### src/rtl/flow_ctrl_if.sv
// Bundle between instruction register, compare unit, fetch and flow_ctrl.
// master = the surrounding core side, slave = flow_ctrl itself.
interface flow_ctrl_if #(
  parameter int DATA_WIDTH = 8,
  parameter int ADDR_WIDTH = 8
);
  logic [DATA_WIDTH-1:0] ir;
  logic [DATA_WIDTH-1:0] i_data;
  logic                  i_larger;
  logic                  i_smaller;
  logic                  i_equal;
  logic                  i_resume;
  logic [1:0]            o_ir_en;
  logic [ADDR_WIDTH-1:0] o_pc;
  logic                  o_stall;
  logic                  o_halted;

  modport master (
    output ir, i_data, i_larger, i_smaller, i_equal, i_resume,
    input  o_ir_en, o_pc, o_stall, o_halted
  );

  modport slave (
    input  ir, i_data, i_larger, i_smaller, i_equal, i_resume,
    output o_ir_en, o_pc, o_stall, o_halted
  );
endinterface

### src/rtl/flow_ctrl.sv
// Program-flow controller: owns the PC, decodes jumps, counted wait, stop/resume.
// Optional single-entry CALL/RET link register when FLOW_CTRL_LINK_EN is defined.
module flow_ctrl #(
  parameter int         DATA_WIDTH = 8,
  parameter int         ADDR_WIDTH = 8,
  parameter int         WAIT_WIDTH = 8,
  parameter logic [3:0] DEV_ID     = 4'hF,
  parameter logic [3:0] P_LARGER   = 4'h1,
  parameter logic [3:0] P_SMALLER  = 4'h2,
  parameter logic [3:0] P_EQUAL    = 4'h3,
  parameter logic [3:0] P_DIRECT   = 4'h4,
  parameter logic [3:0] P_WAIT     = 4'h5,
  parameter logic [3:0] P_STOP     = 4'h6
) (
  input  logic         clk,
  input  logic         rst_n,
  flow_ctrl_if.slave   bus
);

  typedef enum logic [1:0] {
    S_RST  = 2'd0,
    S_WORK = 2'd1,
    S_WAIT = 2'd2,
    S_STOP = 2'd3
  } state_t;

  state_t                state_q, state_d;
  logic [ADDR_WIDTH-1:0] pc_q, pc_d;
  logic [WAIT_WIDTH-1:0] cnt_q, cnt_d;
  logic [ADDR_WIDTH-1:0] pc_inc;
  logic [ADDR_WIDTH-1:0] target;
  logic [WAIT_WIDTH-1:0] wait_n;
  logic [3:0]            port;
  logic                  unused_in_bits;

`ifdef FLOW_CTRL_LINK_EN
  localparam logic [3:0] P_CALL = 4'h7;
  localparam logic [3:0] P_RET  = 4'h8;
  logic [ADDR_WIDTH-1:0] link_q, link_d;
`endif

  // Operand fields are truncated (or zero-extended) to their destination width.
  assign target         = ADDR_WIDTH'(bus.i_data);
  assign wait_n         = WAIT_WIDTH'(bus.i_data);
  assign pc_inc         = pc_q + 1'b1;
  assign port           = (bus.ir[7:4] == DEV_ID) ? bus.ir[3:0] : 4'h0;
  assign unused_in_bits = ^{bus.ir, bus.i_data};

  always_comb begin
    state_d = state_q;
    pc_d    = pc_q;
    cnt_d   = cnt_q;
`ifdef FLOW_CTRL_LINK_EN
    link_d  = link_q;
`endif
    case (state_q)
      S_RST: begin
        if (port == P_DIRECT) begin
          pc_d    = target;
          state_d = S_WORK;
        end
      end
      S_WORK: begin
        if (port == P_DIRECT) begin
          pc_d = target;
        end else if (port == P_LARGER) begin
          pc_d = bus.i_larger ? target : pc_inc;
        end else if (port == P_SMALLER) begin
          pc_d = bus.i_smaller ? target : pc_inc;
        end else if (port == P_EQUAL) begin
          pc_d = bus.i_equal ? target : pc_inc;
        end else if (port == P_WAIT) begin
          if (wait_n == '0) begin
            pc_d = pc_inc;
          end else begin
            cnt_d   = wait_n;
            state_d = S_WAIT;
          end
        end else if (port == P_STOP) begin
          state_d = S_STOP;
`ifdef FLOW_CTRL_LINK_EN
        end else if (port == P_CALL) begin
          link_d = pc_inc;
          pc_d   = target;
        end else if (port == P_RET) begin
          pc_d = link_q;
`endif
        end else begin
          pc_d = pc_inc;
        end
      end
      S_WAIT: begin
        // Leaving on count==1 makes a wait of N occupy exactly N cycles.
        if (cnt_q == WAIT_WIDTH'(1)) begin
          cnt_d   = '0;
          pc_d    = pc_inc;
          state_d = S_WORK;
        end else begin
          cnt_d = cnt_q - 1'b1;
        end
      end
      S_STOP: begin
        if (bus.i_resume) begin
          pc_d    = pc_inc;
          state_d = S_WORK;
        end
      end
      default: begin
        state_d = S_RST;
        pc_d    = '0;
        cnt_d   = '0;
      end
    endcase
  end

  always_ff @(posedge clk or negedge rst_n) begin
    if (!rst_n) begin
      state_q <= S_RST;
      pc_q    <= '0;
      cnt_q   <= '0;
`ifdef FLOW_CTRL_LINK_EN
      link_q  <= '0;
`endif
    end else begin
      state_q <= state_d;
      pc_q    <= pc_d;
      cnt_q   <= cnt_d;
`ifdef FLOW_CTRL_LINK_EN
      link_q  <= link_d;
`endif
    end
  end

  always_comb begin
    bus.o_ir_en  = 2'b00;
    bus.o_stall  = 1'b0;
    bus.o_halted = 1'b0;
    case (state_q)
      S_RST:   bus.o_ir_en  = 2'b01;
      S_WORK:  bus.o_ir_en  = 2'b10;
      S_WAIT:  bus.o_stall  = 1'b1;
      S_STOP:  bus.o_halted = 1'b1;
      default: bus.o_ir_en  = 2'b01;
    endcase
  end

  assign bus.o_pc = pc_q;

endmodule

### src/flat_wrapper.sv
// flat-port wrapper written by rule: the top's interface ports become plain ports
module flow_ctrl_flat 
#(
  parameter int         DATA_WIDTH = 8,
  parameter int         ADDR_WIDTH = 8,
  parameter int         WAIT_WIDTH = 8,
  parameter logic [3:0] DEV_ID     = 4'hF,
  parameter logic [3:0] P_LARGER   = 4'h1,
  parameter logic [3:0] P_SMALLER  = 4'h2,
  parameter logic [3:0] P_EQUAL    = 4'h3,
  parameter logic [3:0] P_DIRECT   = 4'h4,
  parameter logic [3:0] P_WAIT     = 4'h5,
  parameter logic [3:0] P_STOP     = 4'h6
)
  (clk, rst_n, bus_ir, bus_i_data, bus_i_larger, bus_i_smaller, bus_i_equal, bus_i_resume, bus_o_ir_en, bus_o_pc, bus_o_stall, bus_o_halted);
  flow_ctrl_if #(.DATA_WIDTH(DATA_WIDTH), .ADDR_WIDTH(ADDR_WIDTH)) bus_i ();
  input  logic clk;
  input  logic rst_n;
  input wire logic [$bits(bus_i.ir)-1:0] bus_ir;
  input wire logic [$bits(bus_i.i_data)-1:0] bus_i_data;
  input wire logic [$bits(bus_i.i_larger)-1:0] bus_i_larger;
  input wire logic [$bits(bus_i.i_smaller)-1:0] bus_i_smaller;
  input wire logic [$bits(bus_i.i_equal)-1:0] bus_i_equal;
  input wire logic [$bits(bus_i.i_resume)-1:0] bus_i_resume;
  output wire logic [$bits(bus_i.o_ir_en)-1:0] bus_o_ir_en;
  output wire logic [$bits(bus_i.o_pc)-1:0] bus_o_pc;
  output wire logic [$bits(bus_i.o_stall)-1:0] bus_o_stall;
  output wire logic [$bits(bus_i.o_halted)-1:0] bus_o_halted;
  assign bus_i.ir = bus_ir;
  assign bus_i.i_data = bus_i_data;
  assign bus_i.i_larger = bus_i_larger;
  assign bus_i.i_smaller = bus_i_smaller;
  assign bus_i.i_equal = bus_i_equal;
  assign bus_i.i_resume = bus_i_resume;
  assign bus_o_ir_en = bus_i.o_ir_en;
  assign bus_o_pc = bus_i.o_pc;
  assign bus_o_stall = bus_i.o_stall;
  assign bus_o_halted = bus_i.o_halted;
  flow_ctrl #(.DATA_WIDTH(DATA_WIDTH), .ADDR_WIDTH(ADDR_WIDTH), .WAIT_WIDTH(WAIT_WIDTH), .DEV_ID(DEV_ID), .P_LARGER(P_LARGER), .P_SMALLER(P_SMALLER), .P_EQUAL(P_EQUAL), .P_DIRECT(P_DIRECT), .P_WAIT(P_WAIT), .P_STOP(P_STOP)) u_core (.clk(clk), .rst_n(rst_n), .bus(bus_i));
endmodule
### config.mk
export PLATFORM = sky130hd
export DESIGN_NAME = flow_ctrl_flat
export DESIGN_NICKNAME = d
export VERILOG_FILES = /design/src/rtl/flow_ctrl_if.sv /design/src/rtl/flow_ctrl.sv /design/src/flat_wrapper.sv
export SDC_FILE = /design/constraint.sdc
export NUM_CORES = 1
export LEC_CHECK = 0
export ABC_AREA = 1
export CAP_MARGIN = 20
export CORE_ASPECT_RATIO = 1.25
export CORE_UTILIZATION = 40
export CTS_CLUSTER_SIZE = 12
export DETAILED_ROUTE_END_ITERATION = 10
export SLEW_MARGIN = 15
export SYNTH_ARGS = -nofsm -noshare
export SYNTH_HDL_FRONTEND = slang
export SYNTH_SLANG_ARGS = --single-unit
### constraint.sdc
create_clock -name clk -period 3.6 [get_ports clk]
set_clock_uncertainty 0.15 [all_clocks]
set_input_delay 0.72 -clock clk [delete_from_list [all_inputs] [get_ports clk]]
set_output_delay 0.72 -clock clk [all_outputs]
set_load 0.1 [all_outputs]
==> impl_metrics.py, run 1 <==
metrics = {
    "global_routing": {
        "grt_pass1_wl_mm": 8.38,
        "grt_pass1_vias": 1871,
        "track_usage_pct": 21.3,
        "grt_overflow": 0,
        "antenna_found_initial": 0,
        "grt_start_max_net_pins": 19,
    },
    "timing": {
        "final-hold-violation-count": 0,
        "finalCritPeriodShare_pct": 68.9,
        "worstMarginPinSlew_ps": 901,
        "rsz0062_at_grt": "no",
        "setup_tns_ps": 0,
        "fmax_mhz": 403,
        "slew_headroom_pct": 39.8,
        "fin_crit_ps": 2480,
        "drv_slew": 0,
        "setup_viol": 0,
    },
    "min_path": {
        "min_path_type": "reg2reg",
        "hold_path_depth": 2,
    },
    "layout": {
        "nFillCells": 508,
        "area_growth_pct": 20.3,
        "drive_gt1_share_pct": 11.6,
        "fin_area_mm2": 0.00225,
        "antenna_cells": 0,
        "nets": 358,
    },
    "logic_synthesis": {
        "synth_top_area_share_pct": 24.0,
        "synth.most_common_cell": "nand2_1",
        "yosys.area_share.simple_pct": 45.0,
        "yosysTopAreaCell": "dfrtp_1",
        "async_flop_share_pct": 100,
        "syn-num-nets": 325,
        "synth_compound_area_share_pct": 11.1,
        "yosys-top-cells-count": "nand2_1, inv_1, nor2_1",
        "yosys_warnings": 0,
        "synthCells": 296,
        "synthTopCellsByArea": "dfrtp_1, nand2_1, inv_1",
        "syn_avg_cell_area_um2": 6.33,
        "synth-xor-area-share_pct": 4.21,
        "synth_fa_ha_area_share_pct": 4.67,
        "synthFlopType": "dfrtp_1",
        "synth.mux.area_fraction_pct": 0,
        "synth_edf_count": 0,
        "ys_types": 32,
        "syn_area_mm2": 0.00187,
        "synth_top_family_by_area": "simple AND/OR/NAND/NOR gates",
        "ys_seq_area_share_pct": 24.0,
        "synth.ff_latch_count": 18,
    },
    "clocking": {
        "cts_made_buffers": 3,
        "cts_buffer_depth": 2,
        "cts_sinks": 18,
        "post_cts_buffers": 0,
        "clock_latency_ps": 260,
        "h-tree-depth": 1,
        "cts_tree": "built",
        "clkTransAtPathRegs_ps": 70,
        "cts_resized": 0,
        "cts_hold_buf": 0,
        "clockRootBuffer": "clkbuf_8",
    },
    "die": {
        "dieHeight_um": 78.5,
        "die_area_mm2": 0.00497,
        "ios": 34,
        "start_util_pct": 42.0,
        "die_w_um": 63.2,
        "coreArea_mm2": 0.00446,
        "fp-row-count": 27,
    },
    "power_and_ir_drop": {
        "p_per_area_mw_per_mm2": 973,
        "p_leak_nw": 1.16,
        "peakVddDrop_mv": 0.391,
        "report.power.total_mw": 2.19,
    },
    "drt": {
        "avgViaCountPerCell": 4.98,
        "drt_iter0_markers": 88,
        "drt_wl_total_mm": 4.90,
        "post-route-drc-count": 0,
        "wl_per_cell_um": 12.7,
        "via_count": 1918,
        "firstDrtPassIters": 4,
        "ant_nets": 0,
    },
    "place": {
        "io_buffers": 33,
        "gp_congestion": 0.846,
        "place_area_mm2": 0.00221,
        "hpwl_mm": 3.86,
    },
    "setup_path": {
        "critPathKind": "reg2out",
        "startpoint_type": "flop",
        "cp_max_fo": 12,
        "cp.arrival_ps": 1610,
        "crit_path_max_incr_delay_ps": 450,
        "r2r.worst_path.cells": 8,
        "path_cells": "inv_1, ha_1, buf_4",
        "endpoint_kind": "primary output",
        "required_ps": 2730,
        "crit_slowest_cell": "ha_1",
    },
    "status": {
        "outcome": "finished clean",
    },
    "job": {
        "cap_violations": 0,
    },
}
==> routing by layer <==
metal  vias to the layer above  part of all wire, %  GRT usage [%]
li1                       1013                    -              -
met1                       857                   44           25.7
met2                        41                   50           38.5
met3                         7                  4.6           3.05
met4                         0                  1.1           6.36
met5                         -                    0              0
==> flip-flops by register name, summed over array words and instances (netlist names) <==
register / cells
u_core.state_q: 2
u_core.bus.o_pc: 8
u_core.cnt_q: 8
==> placed cells by master (no fill, tap or decap), types with 2 or more instances in the layout <==
master	instances
a21oi_1	6
buf_4	13
clkbuf_8	3
clkdlybuf4s50_1	21
dfrtp_1	18
ha_1	7
inv_1	42
inv_2	2
nand2_1	96
nand2_2	3
nand3_1	15
nand3_2	2
nand3_4	2
nand4_1	10
nand4_2	2
nor2_1	27
nor2_2	4
nor3_1	4
o21ai_0	20
o21ai_1	5
o22ai_1	7
xnor2_1	3
xor2_1	6
==> metrics by stage <==
stage / hold slack [ps] / setup WS (ps) / utilization [%] / instances
final: 386 / 1120 / 50.6 / 385
after global routing: 453 / 977 / 50.6 / 385
after CTS: 392 / 1100 / 50.6 / 385
after detailed placement: 369 / 898 / 49.6 / 382
after global placement: 362 / 927 / 49.6 / 382
after floorplan: 274 / 1220 / - / 296
==> critical path: cells and delay by family (launching register included) <==
| family | cells | cell delay [ps] |
|---|---|---|
| flip-flops | 1 | 420 |
| buffers and inverters | 2 | 480 |
| adder cells (fa/ha/maj) | 1 | 450 |
==> logic make-up after synthesis <==
kind of cell    after synthesis
compound gates               39
flops                        18
simple gates                173
fa+ha+maj                     7
xor+xnor                      9
buf+inv                      50
==> final timing paths <==
check,start,end,slack [ps]
setup reg to reg,u_core.state_q[0]$_DFFE_PN0P_,u_core.state_q[1]$_DFFE_PN0P_,1570
setup / recovery,u_core.state_q[0]$_DFFE_PN0P_,bus_o_stall,1120
hold reg to reg,u_core.bus.o_pc[7]$_DFFE_PN0P_,u_core.bus.o_pc[7]$_DFFE_PN0P_,390
hold / removal,u_core.bus.o_pc[7]$_DFFE_PN0P_,u_core.bus.o_pc[7]$_DFFE_PN0P_,390
max in group asynchronous,rst_n,u_core.cnt_q[2]$_DFFE_PN0P_,1930
min in group asynchronous,rst_n,u_core.bus.o_pc[3]$_DFFE_PN0P_,820
==> area by class of cell <==
| class | count | area [um^2] | area share (%) |
|---|---|---|---|
| Clock buffer | 3 | 41.3 | 1.83 |
| Multi-Input combinational cell | 228 | 1220 | 54.0 |
| Sequential cell | 18 | 450 | 20.0 |
| Timing Repair Buffer | 34 | 308 | 13.7 |
| Inverter | 44 | 165 | 7.33 |
| Tap cell | 58 | 72.6 | 3.22 |
==> power by group <==
group	switching, mW	internal [mW]	leakage [nW]	total, mW
logic	1.16	0.473	0.917	1.63
registers	0.105	0.310	0.222	0.415
clock network	0.0730	0.0746	0.0216	0.148
total	1.34	0.857	1.16	2.19
(Power assumes the default switching activity.)
==> run 2: changes to the inputs <==
clock period = 2.5 ns   (was 3.6 ns; I/O delays follow)
==> impl_metrics.py, run 2 (synthesis gave the netlist of run 1 again) <==
metrics = {
    "status": {
        "outcome": "finished clean",
    },
    "drt": {
        "via_count": 1942,
        "firstDrtPassIters": 5,
        "wl_per_cell_um": 12.2,
        "drt_iter0_markers": 120,
        "avgViaCountPerCell": 4.92,
        "drt_wl_total_mm": 4.81,
        "post-route-drc-count": 0,
        "ant_nets": 0,
    },
    "power_and_ir_drop": {
        "sw_frac_of_total_pct": 59.5,
        "p_int_mw": 1.31,
        "pwr-share-comb_pct": 74.9,
        "net-switching-power_mw": 1.93,
        "p_per_area_mw_per_mm2": 1370,
        "p_clk_share_pct": 6.5,
        "peakVddDrop_mv": 0.508,
        "p_leak_nw": 1.22,
        "pwr-share-seq_pct": 18.6,
    },
    "place": {
        "gp_congestion": 0.910,
        "pre_cts_ws_ps": 60.5,
        "dpl.cell_count": 392,
        "io_buffers": 33,
        "hpwl_mm": 3.86,
    },
    "setup_path": {
        "r2r_start": "u_core.state_q[0]$_DFFE_PN0P_",
        "critPathKind": "in2reg",
        "r2r_slack_ps": 530,
        "cp_max_fo": 9,
        "cp.arrival_ps": 2150,
        "endpoint_kind": "flop",
        "worstSetupEndpoint": "u_core.state_q[0]$_DFFE_PN0P_",
        "r2r.worst_path.cells": 8,
        "reg2reg_to": "u_core.bus.o_pc[1]$_DFFE_PN0P_",
        "required_ps": 2490,
        "startpoint_type": "input pin",
        "cp-startpoint": "bus_ir[2]",
    },
    "clocking": {
        "cts_resized": 0,
        "clock_latency_ps": 260,
        "clkTransAtPathRegs_ps": 70,
        "cts_made_buffers": 3,
        "post_cts_buffers": 0,
        "clockRootBuffer": "clkbuf_8",
        "cts_sinks": 18,
        "cts_hold_buf": 0,
        "cts_buffer_depth": 2,
        "cts_tree": "built",
        "h-tree-depth": 1,
    },
    "timing": {
        "worstMarginPinSlew_ps": 526,
        "worst_slack_ps": 344,
        "slew_headroom_pct": 64.8,
        "setup_tns_ps": 0,
        "rsz0062_at_grt": "no",
        "setup_viol": 0,
        "fmax_mhz": 464,
        "fin_crit_ps": 2160,
        "final-hold-violation-count": 0,
        "finalCritPeriodShare_pct": 86.2,
        "drv_slew": 0,
    },
    "layout": {
        "mostFrequentLayoutCells": "nand2_1, inv_1, nor2_1",
        "layout_commonest_cell": "nand2_1",
        "area_growth_pct": 26.3,
        "antenna_cells": 0,
        "nFillCells": 485,
        "drive_gt1_share_pct": 14.2,
        "fin_cells": 395,
        "nets": 368,
    },
    "die": {
        "coreArea_mm2": 0.00446,
        "die_area_mm2": 0.00497,
        "die_w_um": 63.2,
        "start_util_pct": 42.0,
        "fp-row-count": 27,
        "ios": 34,
        "dieHeight_um": 78.5,
    },
    "global_routing": {
        "grt_overflow": 0,
        "track_usage_pct": 22.1,
        "grt_start_max_net_pins": 19,
        "grt_pass1_wl_mm": 8.70,
        "grt_pass1_vias": 1921,
        "antenna_found_initial": 0,
    },
    "job": {
        "cap_violations": 0,
    },
    "min_path": {
        "min_path_type": "reg2reg",
    },
}
## run 2: metal layers
layer | global-route usage (%) | vias up | share of wire [%] | wire length (um)
met2 | 39.6 | 59 | 48 | 2310
met5 | 0 | - | 0 | 0
met3 | 3.05 | 6 | 4.9 | 235
li1 | - | 1030 | - | -
met4 | 6.82 | 0 | 1.6 | 75
met1 | 26.9 | 847 | 46 | 2190
## run 2: critical path, stage by stage
cell,delay [ps]
clkdlybuf4s50_1,520
inv_2,90
nor2_2,170
nand3_4,150
nand2_1,100
nand3_2,90
nor3_1,250
nand3_1,130
nand2_1,80
nand2_1,60
## run 2: cell type report
type                    count  area (um^2)  share of cell area, %
multi-input cells         228         1220                   51.4
inverters                  44          165                   6.98
repair buffers             44          420                   17.8
clock buffers               3         41.3                   1.74
flip-flops and latches     18          450                   19.0
well taps                  58         72.6                   3.07
## run 2: worst min path at each step
stage	start	end	slack, ps	depth (start not counted)
after floorplan	rst_n	u_core.bus.o_pc[0]$_DFFE_PN0P_	50	0
after global placement	u_core.cnt_q[7]$_DFFE_PN0P_	u_core.cnt_q[7]$_DFFE_PN0P_	350	2
after detailed placement	u_core.cnt_q[7]$_DFFE_PN0P_	u_core.cnt_q[7]$_DFFE_PN0P_	360	2
after CTS	u_core.cnt_q[7]$_DFFE_PN0P_	u_core.cnt_q[7]$_DFFE_PN0P_	380	2
after global routing	u_core.cnt_q[7]$_DFFE_PN0P_	u_core.cnt_q[7]$_DFFE_PN0P_	420	2
final	u_core.cnt_q[7]$_DFFE_PN0P_	u_core.cnt_q[7]$_DFFE_PN0P_	370	2
## run 2: power by group through the flow
stage | Clock (mW) | Combinational (mW) | Sequential [mW]
after floorplan | 0 | 1.52 | 1.01
after global placement | 0 | 2.43 | 0.603
after detailed placement | 0 | 2.44 | 0.606
after CTS | 0.216 | 2.45 | 0.602
after global routing | 0.226 | 2.73 | 0.625
final | 0.211 | 2.43 | 0.603
## run 2: metrics by stage
stage	instance area, um^2	total power [mW]	util (%)	hold WS [ps]
finish	2370	3.25	53.1	371
global route	2370	3.58	53.1	424
CTS	2370	3.26	53.1	376
detailed placement	2330	3.04	52.2	358
global placement	2330	3.03	52.2	352
floorplan	1870	2.53	-	54.4
==> run 3: changes to the inputs <==
--- a/config.mk
+++ b/config.mk
@@ -10,5 +10,5 @@
 export CORE_ASPECT_RATIO = 1.25
 export CORE_UTILIZATION = 40
-export CTS_CLUSTER_SIZE = 12
+export CTS_CLUSTER_SIZE = 14
 export DETAILED_ROUTE_END_ITERATION = 10
 export SLEW_MARGIN = 15
==> constraint.sdc (replaced) <==
create_clock -name clk -period 2.5 [get_ports clk]
set_clock_uncertainty 0.15 [all_clocks]
set_input_delay 0.625 -clock clk [delete_from_list [all_inputs] [get_ports clk]]
set_output_delay 0.625 -clock clk [all_outputs]
set_load 0.1 [all_outputs]
==> impl_metrics.py, run 3 (synthesis gave the netlist of run 1 again) <==
metrics = {
    "clocking": {
        "h-tree-depth": 1,
        "clock_latency_ps": 250,
        "cts_sinks": 18,
        "clockRootBuffer": "clkbuf_8",
        "clkTransAtPathRegs_ps": 70,
        "cts_buffer_depth": 2,
        "post_cts_buffers": 0,
        "cts_tree": "built",
        "cts_hold_buf": 0,
        "cts_made_buffers": 3,
        "cts_resized": 0,
    },
    "setup_path": {
        "r2r_slack_ps": 440,
        "worstSetupEndpoint": "bus_o_stall",
        "startpoint_type": "flop",
        "cp_max_fo": 12,
        "required_ps": 1730,
        "crit_path_max_incr_delay_ps": 480,
        "r2r.worst_path.cells": 8,
        "cp.arrival_ps": 1480,
        "reg2reg_to": "u_core.bus.o_pc[1]$_DFFE_PN0P_",
        "crit_slowest_cell": "ha_1",
        "endpoint_kind": "primary output",
        "cp-startpoint": "u_core.state_q[0]$_DFFE_PN0P_",
        "r2r_start": "u_core.state_q[0]$_DFFE_PN0P_",
        "path_cells": "inv_1, ha_1, buf_12",
        "critPathKind": "reg2out",
    },
    "timing": {
        "fin_crit_ps": 2250,
        "rsz0062_at_grt": "no",
        "final-hold-violation-count": 0,
        "fmax_mhz": 444,
        "setup_viol": 0,
        "slew_headroom_pct": 66.3,
        "worstMarginPinSlew_ps": 506,
        "finalCritPeriodShare_pct": 90.2,
        "whs_ps": 379,
        "drv_slew": 0,
        "worst_slack_ps": 246,
    },
    "global_routing": {
        "grt_overflow": 0,
        "antenna_found_initial": 0,
        "grt_start_max_net_pins": 19,
        "grt_pass1_vias": 1839,
        "track_usage_pct": 20.5,
        "grt_pass1_wl_mm": 8.20,
    },
    "drt": {
        "via_count": 1948,
        "dr_wl_met3_um": 153,
        "drt_wl_total_mm": 4.75,
        "top_layer": "met4",
        "wl_met2_mm": 2.38,
        "wl_met1_mm": 2.19,
        "firstDrtPassIters": 4,
        "ant_nets": 0,
        "post-route-drc-count": 0,
        "wl_per_cell_um": 11.8,
        "avgViaCountPerCell": 4.85,
        "drt_iter0_markers": 89,
    },
    "place": {
        "place_area_mm2": 0.00238,
        "hpwl_mm": 3.81,
        "gp_congestion": 0.922,
        "io_buffers": 33,
        "pre_cts_ws_ps": -16.7,
    },
    "die": {
        "die_area_mm2": 0.00497,
        "fp-row-count": 27,
        "dieHeight_um": 78.5,
        "start_util_pct": 42.0,
        "coreArea_mm2": 0.00446,
        "ios": 34,
        "die_w_um": 63.2,
    },
    "min_path": {
        "min_path_type": "reg2reg",
        "min_from": "u_core.cnt_q[7]$_DFFE_PN0P_",
    },
    "layout": {
        "area_growth_pct": 30.1,
        "mostFrequentLayoutCells": "nand2_1, inv_1, nor2_1",
        "antenna_cells": 0,
        "nets": 374,
        "fin_area_mm2": 0.00244,
        "utilization_pct": 54.7,
        "layout_commonest_cell": "nand2_1",
        "drive_gt1_share_pct": 16.0,
    },
    "status": {
        "outcome": "finished clean",
    },
    "power_and_ir_drop": {
        "peakVddDrop_mv": 0.528,
        "p_per_area_mw_per_mm2": 1350,
        "p_leak_nw": 1.26,
    },
    "job": {
        "cap_violations": 0,
    },
}
==> run 3: cell types whose count changed in the layout (fill, tap and decap cells not counted), sizes merged <==
| cell | previous run | this run |
|---|---|---|
| buf | 23 | 29 |
| clkbuf | 3 | 4 |
==> run 3: how the worst min path moves through the flow <==
stage / slack (ps) / endpoint / cells after the start
global placement: 360 / u_core.cnt_q[7]$_DFFE_PN0P_ / 2
finish: 380 / u_core.cnt_q[7]$_DFFE_PN0P_ / 2
global route: 410 / u_core.cnt_q[7]$_DFFE_PN0P_ / 2
detailed placement: 360 / u_core.cnt_q[7]$_DFFE_PN0P_ / 2
floorplan: 180 / u_core.bus.o_pc[0]$_DFFE_PN0P_ / 0
CTS: 390 / u_core.cnt_q[7]$_DFFE_PN0P_ / 2
==> run 3: where the power goes <==
group | internal, mW | leakage, nW | switching (mW)
combinational | 0.775 | 1.01 | 1.68
clock | 0.140 | 0.0288 | 0.101
sequential | 0.446 | 0.222 | 0.147
==> run 3: per-stage QoR <==
step / std cells / total power [mW] / setup TNS, ps
6_report: 402 / 3.29 / 0
5_1_grt: 402 / 3.60 / 0
4_1_cts: 402 / 3.31 / 0
3_5_place_dp: 398 / 3.06 / -50.9
3_3_place_gp: 398 / 3.05 / 0
2_1_floorplan: 296 / 2.53 / 0
==> run 3: final cells by class <==
type / count / area, um^2
Timing Repair Buffer: 50 / 478
Inverter: 44 / 165
Fill cell: 474 / 2020
Tap cell: 58 / 72.6
Sequential cell: 18 / 450
Multi-Input combinational cell: 228 / 1220
Clock buffer: 4 / 55.1
==> run 3: per-layer routing <==
layer	vias to the layer above	global-route usage, %
li1	1043	-
met1	870	25.8
met2	33	36.7
met3	2	2.91
met4	0	4.09
met5	-	0
==> run 3: worst max-delay path, delay by kind of cell (launching register included) <==
| family | cells | cell delay (ps) |
|---|---|---|
| adder cells (fa/ha/maj) | 1 | 480 |
| flip-flops | 1 | 410 |
| buffers and inverters | 2 | 330 |
